--- src/rtl/riscv_pkg.sv ---
// Shared RV32 core constants and types used by fetch, decode and hazard logic.
package riscv_pkg;

    localparam int unsigned XLEN        = 32;
    localparam int unsigned IMEM_ADDR_W = 10;

    // addi x0,x0,0 -- the canonical bubble word
    localparam logic [XLEN-1:0] NOP_INSTR_VALUE = 32'h0000_0013;

    // Per-cycle fetch behaviour, chosen by priority redirect > stall > run
    typedef enum logic [1:0] {
        FETCH_RUN,
        FETCH_HOLD,
        FETCH_REDIRECT
    } fetch_mode_e;

endpackage

--- src/rtl/pc_register.sv ---
// Program counter: async-reset, enable-gated register with a redirect-target load.
// The stored value is always word aligned; the low two bits never leave zero.
module pc_register
    import riscv_pkg::*;
#(
    parameter logic [IMEM_ADDR_W-1:0] RESET_VALUE = '0
) (
    input  logic                   clk,
    input  logic                   reset,
    input  logic                   en,
    input  logic                   load,
    input  logic [IMEM_ADDR_W-1:0] target,
    output logic [IMEM_ADDR_W-1:0] q
);

    localparam logic [IMEM_ADDR_W-1:0] ALIGN_MASK = {{(IMEM_ADDR_W-2){1'b1}}, 2'b00};

    // Load wins over increment; increment wraps modulo 2^IMEM_ADDR_W
    always_ff @(posedge clk or posedge reset) begin
        if (reset) begin
            q <= RESET_VALUE & ALIGN_MASK;
        end else if (load) begin
            q <= target & ALIGN_MASK;
        end else if (en) begin
            q <= q + IMEM_ADDR_W'(4);
        end
    end

endmodule

--- src/rtl/instruction_fetch.sv ---
// Instruction fetch stage: PC drives memory combinationally, the returned word
// is captured in the IF/ID register one edge later. Redirect inserts a bubble.
module instruction_fetch
    import riscv_pkg::*;
#(
    parameter logic [IMEM_ADDR_W-1:0] RESET_PC  = 10'h000,
    parameter logic [XLEN-1:0]        NOP_INSTR = NOP_INSTR_VALUE
) (
    input  logic                   clk,
    input  logic                   reset,
    output logic [IMEM_ADDR_W-1:0] address,
    input  logic [XLEN-1:0]        instruction,
    input  logic                   stall,
    input  logic                   redirect,
    input  logic [IMEM_ADDR_W-1:0] redirect_target,
    output logic [IMEM_ADDR_W-1:0] if_id_pc,
    output logic [XLEN-1:0]        if_id_instruction,
    output logic                   if_id_valid,
    output logic [XLEN-1:0]        fetch_count
);

    localparam logic [IMEM_ADDR_W-1:0] ALIGN_MASK = {{(IMEM_ADDR_W-2){1'b1}}, 2'b00};

    fetch_mode_e            mode;
    logic                   pc_en;
    logic                   pc_load;
    logic [IMEM_ADDR_W-1:0] pc;

    // Select this cycle's mode: redirect beats stall, otherwise run
    always_comb begin
        mode = FETCH_RUN;
        if (redirect) begin
            mode = FETCH_REDIRECT;
        end else if (stall) begin
            mode = FETCH_HOLD;
        end
        pc_en   = (mode == FETCH_RUN);
        pc_load = (mode == FETCH_REDIRECT);
    end

    pc_register #(
        .RESET_VALUE(RESET_PC)
    ) u_pc (
        .clk    (clk),
        .reset  (reset),
        .en     (pc_en),
        .load   (pc_load),
        .target (redirect_target),
        .q      (pc)
    );

    // Zero-latency path from PC to instruction memory
    assign address = pc;

    // IF/ID register: capture on run, bubble on redirect, hold on stall
    always_ff @(posedge clk or posedge reset) begin
        if (reset) begin
            if_id_pc          <= RESET_PC & ALIGN_MASK;
            if_id_instruction <= NOP_INSTR;
            if_id_valid       <= 1'b0;
        end else begin
            case (mode)
                FETCH_RUN: begin
                    if_id_pc          <= pc;
                    if_id_instruction <= instruction;
                    if_id_valid       <= 1'b1;
                end
                FETCH_REDIRECT: begin
                    if_id_pc          <= pc;
                    if_id_instruction <= NOP_INSTR;
                    if_id_valid       <= 1'b0;
                end
                default: begin
                    if_id_pc          <= if_id_pc;
                    if_id_instruction <= if_id_instruction;
                    if_id_valid       <= if_id_valid;
                end
            endcase
        end
    end

    // Count instructions loaded valid into IF/ID
    always_ff @(posedge clk or posedge reset) begin
        if (reset) begin
            fetch_count <= '0;
        end else if (mode == FETCH_RUN) begin
            fetch_count <= fetch_count + XLEN'(1);
        end
    end

endmodule

--- config.mk ---
export PLATFORM = sky130hd
export DESIGN_NAME = instruction_fetch
export DESIGN_NICKNAME = d
export VERILOG_FILES = /design/src/rtl/riscv_pkg.sv /design/src/rtl/pc_register.sv /design/src/rtl/instruction_fetch.sv
export SDC_FILE = /design/constraint.sdc
export NUM_CORES = 1
export LEC_CHECK = 0
export BUFFER_PORTS_ARGS = -buffer_cell sky130_fd_sc_hd__buf_2
export CORE_ASPECT_RATIO = 0.7
export CORE_MARGIN = 2
export CORE_UTILIZATION = 40
export DETAILED_ROUTE_END_ITERATION = 12
export PLACE_DENSITY = 0.64
export SYNTH_ARGS = -nofsm -noshare
export SYNTH_HDL_FRONTEND = slang
export SYNTH_HIERARCHICAL = 1
export SYNTH_SLANG_ARGS = --single-unit
--- constraint.sdc ---
create_clock -name clk -period 3.4 [get_ports clk]
set_clock_uncertainty 0.2 [all_clocks]
set_input_delay 0.17 -clock clk [delete_from_list [all_inputs] [get_ports clk]]
set_output_delay 0.17 -clock clk [all_outputs]
set_load 0.05 [all_outputs]
# Word level (Yosys, flattened, before mapping)
# Index checks and enable logic that the tools add are counted.
[totals]
regBits = 85
elab_cells = 17
output_inout_bits = 85
[op_classes]
n_eq_ne = 1
reduce_logical = 3
addsub = 2
mux = 6
[ops]
columns = ["op", "count"]
rows = [
  ["one-hot mux 32 bit (2 select lines)", 1],
  ["adder 32 x 1 -> 32 bit (second input constant)", 1],
  ["two-way mux 10 bit", 2],
  ["adder 10 x 3 -> 10 bit (second input constant)", 1],
  ["equality test 2 bit (second input constant)", 1],
  ["zero test 2 bit", 1],
  ["two-way mux 2 bit", 1],
  ["one-hot mux 1 bit (2 select lines)", 1],
  ["nonzero test 2 bit", 1],
  ["OR reduction 2 bit", 1],
  ["two-way mux 1 bit", 1],
]

# Logic depth before layout (Yosys ltp)
[logic_depth]
ltp_word = 5
mapped_depth = 8
mapped_depth_nobuf = 5

# Cells and area by module
# The synthesis kept the hierarchy.
[by_module_without_submodules]
columns = ["mod", "n_inst", "area_each_um2", "cells_each"]
rows = [
  ["instruction_fetch", 1, 3184.3, 265],
  ["pc_register", 1, 473.0, 53],
]

# Worst setup path after synthesis
# Ideal clock, no wire load.
[synth_timing]
path_type = "register to register"
from = "reg fetch_count[0]"
to = "reg fetch_count[28]"
setup_ns = 0.141
arrival_ns = 1.906
stages_incl_launch_ff = 6
t_required_ns = 3.059
n_path_buf = 0
path_slack_ns = 1.152
cell_sequence = "dfrtp_1 ha_1 nand4bb_1 nor4_1 nand4_1 xnor2_1"
[synth_between]
elab_chain_cells = 1
[synth_lines]
columns = ["item", "line", "rtl"]
rows = [
  ["start, declared", "instruction_fetch.sv:19", "output logic [XLEN-1:0] fetch_count"],
  ["start signal, assigned", "instruction_fetch.sv:87", "fetch_count <= fetch_count + XLEN'(1);"],
  ["adder 32 x 1 -> 32 bit", "instruction_fetch.sv:87", ""],
]
# Every way passes these cells.
# A chain may end at the register's enable or synchronous reset.

# Final worst setup path
[layout_timing]
from = "reg fetch_count[0]"
to = "reg fetch_count[24]"
# The elaborated chain is that of the path after synthesis.

==> flow_summary.json <==
{
  "routedWlPerCell_um": 14.9,
  "finalWeightedCongestion": 0.815,
  "r2r_start": "fetch_count[0]$_DFFE_PP0P_",
  "grt_max_degree": 51,
  "synthCells": 318,
  "cts_num_sinks": 83,
  "hold_depth": 4,
  "fin_nets": 532,
  "dp_cells": 556,
  "cp-start-kind": "flop",
  "postCtsHoldBufs": 41,
  "crit_required_ps": 3410,
  "synthArstFlopShare_pct": 100,
  "maxSlewHeadroom_pct": 33.8,
  "worst-slew-pin-transition_ps": 984,
  "hpwl_mm": 5.88,
  "max_stage_delay_ps": 770,
  "fp.dieW_um": 118,
  "rows": 29,
  "yosysTopAreaCell": "dfrtp_1",
  "rsz0062_at_grt": "false",
  "period_share_pct": 70.0,
  "fmax_mhz": 420,
  "cp_cell_sequence": "ha_1 > nand4bb_1 > nor4_1 > nand3_1 > xnor2_1",
  "leakage_nw": 2.58,
  "drive_gt1_share_pct": 32.9,
  "final-hold-violation-count": 0,
  "r2r_end": "fetch_count[24]$_DFFE_PP0P_",
  "post-cts-setup-buffers": 0,
  "outcome": "complete, no violations",
  "h-tree-depth": 3,
  "drc": 0,
  "layoutNonFillerInstCount": 613,
  "yosysTopAreaCellShare_pct": 54.7,
  "drt.antenna.violating_nets": 0,
  "die_y_um": 84,
  "grt_first_pass_wirelength_mm": 15.4,
  "setup_viol": 0,
  "grt_use_total_pct": 19.6,
  "routed_wl_mm": 9.12,
  "regArea_sq_um": 2080,
  "yosysWarnings": 6,
  "period_minus_slack_ps": 2380,
  "vias_per_cell": 4.85,
  "ctsLongestPathBuffers": 2,
  "min_from": "redirect",
  "ys_types": 32,
  "core_sq_um": 8960,
  "slew_viol_final": 0,
  "numCtsBuffers": 9,
  "die_area_sq_um": 9940,
  "fill_cells": 796,
  "io_buffer_count": 126,
  "hold_path_end": "u_pc/q[8]$_DFFE_PP0P_",
  "ios": 131,
  "start_util_pct": 40.8,
  "synthFlopType": "dfrtp_1",
  "synth_edf_count": 0,
  "ir_drop_uv": 421,
  "vias": 2974,
  "crit_family": "simple AND/OR/NAND/NOR gates",
  "cp_slowest_cell": "nor4_1",
  "multi_input_area_sq_um": 1470,
  "critPathArrivalTime_ps": 2390,
  "drt-initial-drc-count": 221,
  "cts-root-buf": "clkbuf_16",
  "design_area_sq_um": 5120,
  "critPathCaptureType": "flop",
  "yosys.cell_count.top_type": "dfrtp_1",
  "placed_area_sq_um": 4400,
  "reg2reg_slack_ps": 1020,
  "synth_commonest_cells": "dfrtp_1, nor2_1, mux2i_1",
  "tns_ps": 0,
  "gr-total-overflow": 0,
  "clock_latency_ps": 330,
  "post_cts_resized": 0,
  "cts_tree": "yes",
  "antennaDiodeCount": 0,
  "syn_area_sq_um": 3660,
  "syn_to_final_growth_pct": 39.9,
  "power_density_nw_per_um2": 555,
  "antenna_found_initial": 0,
  "worst-path-max-fanout": 4,
  "ys_ff_latch": 83,
  "drt-pass1-iter-count": 6,
  "r2r_cells": 5,
  "hold_path_class": "in -> reg",
  "ys_seq_area_share_pct": 56.9,
  "cap_violations": 0,
  "critical_path_class": "reg -> reg",
  "grt_pass1_vias": 2945,
  "syn_area_per_cell_sq_um": 11.5,
  "path_buf_inv": 0,
  "synth_area_leaders": "dfrtp_1, mux2i_1, xnor2_1",
  "clk_pin_slew_ps": 60
}
==> report_power, final <==
| group | leakage, nW | switching [mW] | internal (mW) | total (mW) |
|---|---|---|---|---|
| Combinational | 1.36 | 0.473 | 0.193 | 0.666 |
| Clock | 0.150 | 0.366 | 0.641 | 1.01 |
| Sequential | 1.08 | 0.0921 | 1.08 | 1.17 |
| Total | 2.58 | 0.931 | 1.91 | 2.84 |
==> layer usage <==
layer,share of wire (%),vias to the layer above,track usage [%]
li1,-,1426,-
met1,49,1448,27.7
met2,44,96,29.4
met3,6.2,4,6.35
met4,0.53,0,4.60
met5,0,-,0
==> worst register-to-register path, stage by stage (launching register included) <==
cell and delay, ps:
dfrtp_1 410, ha_1 220, nand4bb_1 270, nor4_1 770
nand3_1 210, xnor2_1 180
==> registers in the layout (all words and copies together), names as in the netlist <==
| name | flops |
|---|---|
| fetch_count | 32 |
| if_id_pc | 10 |
| if_id_valid | 1 |
| if_id_instruction | 32 |
| u_pc/q | 8 |
==> worst max-delay path by stage <==
stage | start | end | slack [ps] | depth (start not counted)
after detailed placement | fetch_count[0]$_DFFE_PP0P_ | fetch_count[24]$_DFFE_PP0P_ | 1100 | 5
after CTS | fetch_count[0]$_DFFE_PP0P_ | fetch_count[24]$_DFFE_PP0P_ | 1080 | 5
final | fetch_count[0]$_DFFE_PP0P_ | fetch_count[24]$_DFFE_PP0P_ | 1020 | 5
after floorplan | reset | fetch_count[0]$_DFFE_PP0P_ | 1120 | 1
after global placement | fetch_count[0]$_DFFE_PP0P_ | fetch_count[30]$_DFFE_PP0P_ | 1180 | 5
after global routing | fetch_count[0]$_DFFE_PP0P_ | fetch_count[24]$_DFFE_PP0P_ | 900 | 5
==> cell type report <==
| class | instances | area share (%) |
|---|---|---|
| clock buffer | 11 | 4.55 |
| sequential | 83 | 40.7 |
| tap | 124 | 3.03 |
| clock inverter | 5 | 1.52 |
| timing repair buffer | 170 | 21.0 |
| inverter | 7 | 0.514 |
| multi-input combinational | 213 | 28.7 |
==> cells by family after synthesis <==
logic type,after synthesis,synth area share (%)
DFF,83,56.9
AOI/OAI and AO/OA,12,1.95
other,1,0.103
buffers and inverters,23,3.08
and+or+nand+nor,121,17.3
xor gates and xnor gates,35,8.38
muxes,41,11.6
adders and majority gates,2,0.684
==> through the flow <==
step                power, mW  hold slack (ps)  utilization [%]  setup slack, ps
floorplan                1.64             -214                -             1120
global placement         1.80            -48.1             49.0             1180
detailed placement       1.81            -31.6             49.0             1100
CTS                      2.88             4.14             57.1             1080
global route             2.97             44.7             57.1              903
finish                   2.84             16.3             57.1             1020
==> cells in the final DEF (no fill, tap or decap), types with 9 or more instances in the layout <==
master,n
mux2_2,11
dlygate4sd3_1,41
mux2i_1,30
nand4_1,15
xnor2_1,25
buf_2,126
nand2_1,22
dfrtp_1,80
clkbuf_16,9
xor2_1,10
nor2_1,33
nand3_1,19
Note: power is estimated with default switching activity, not from simulation.
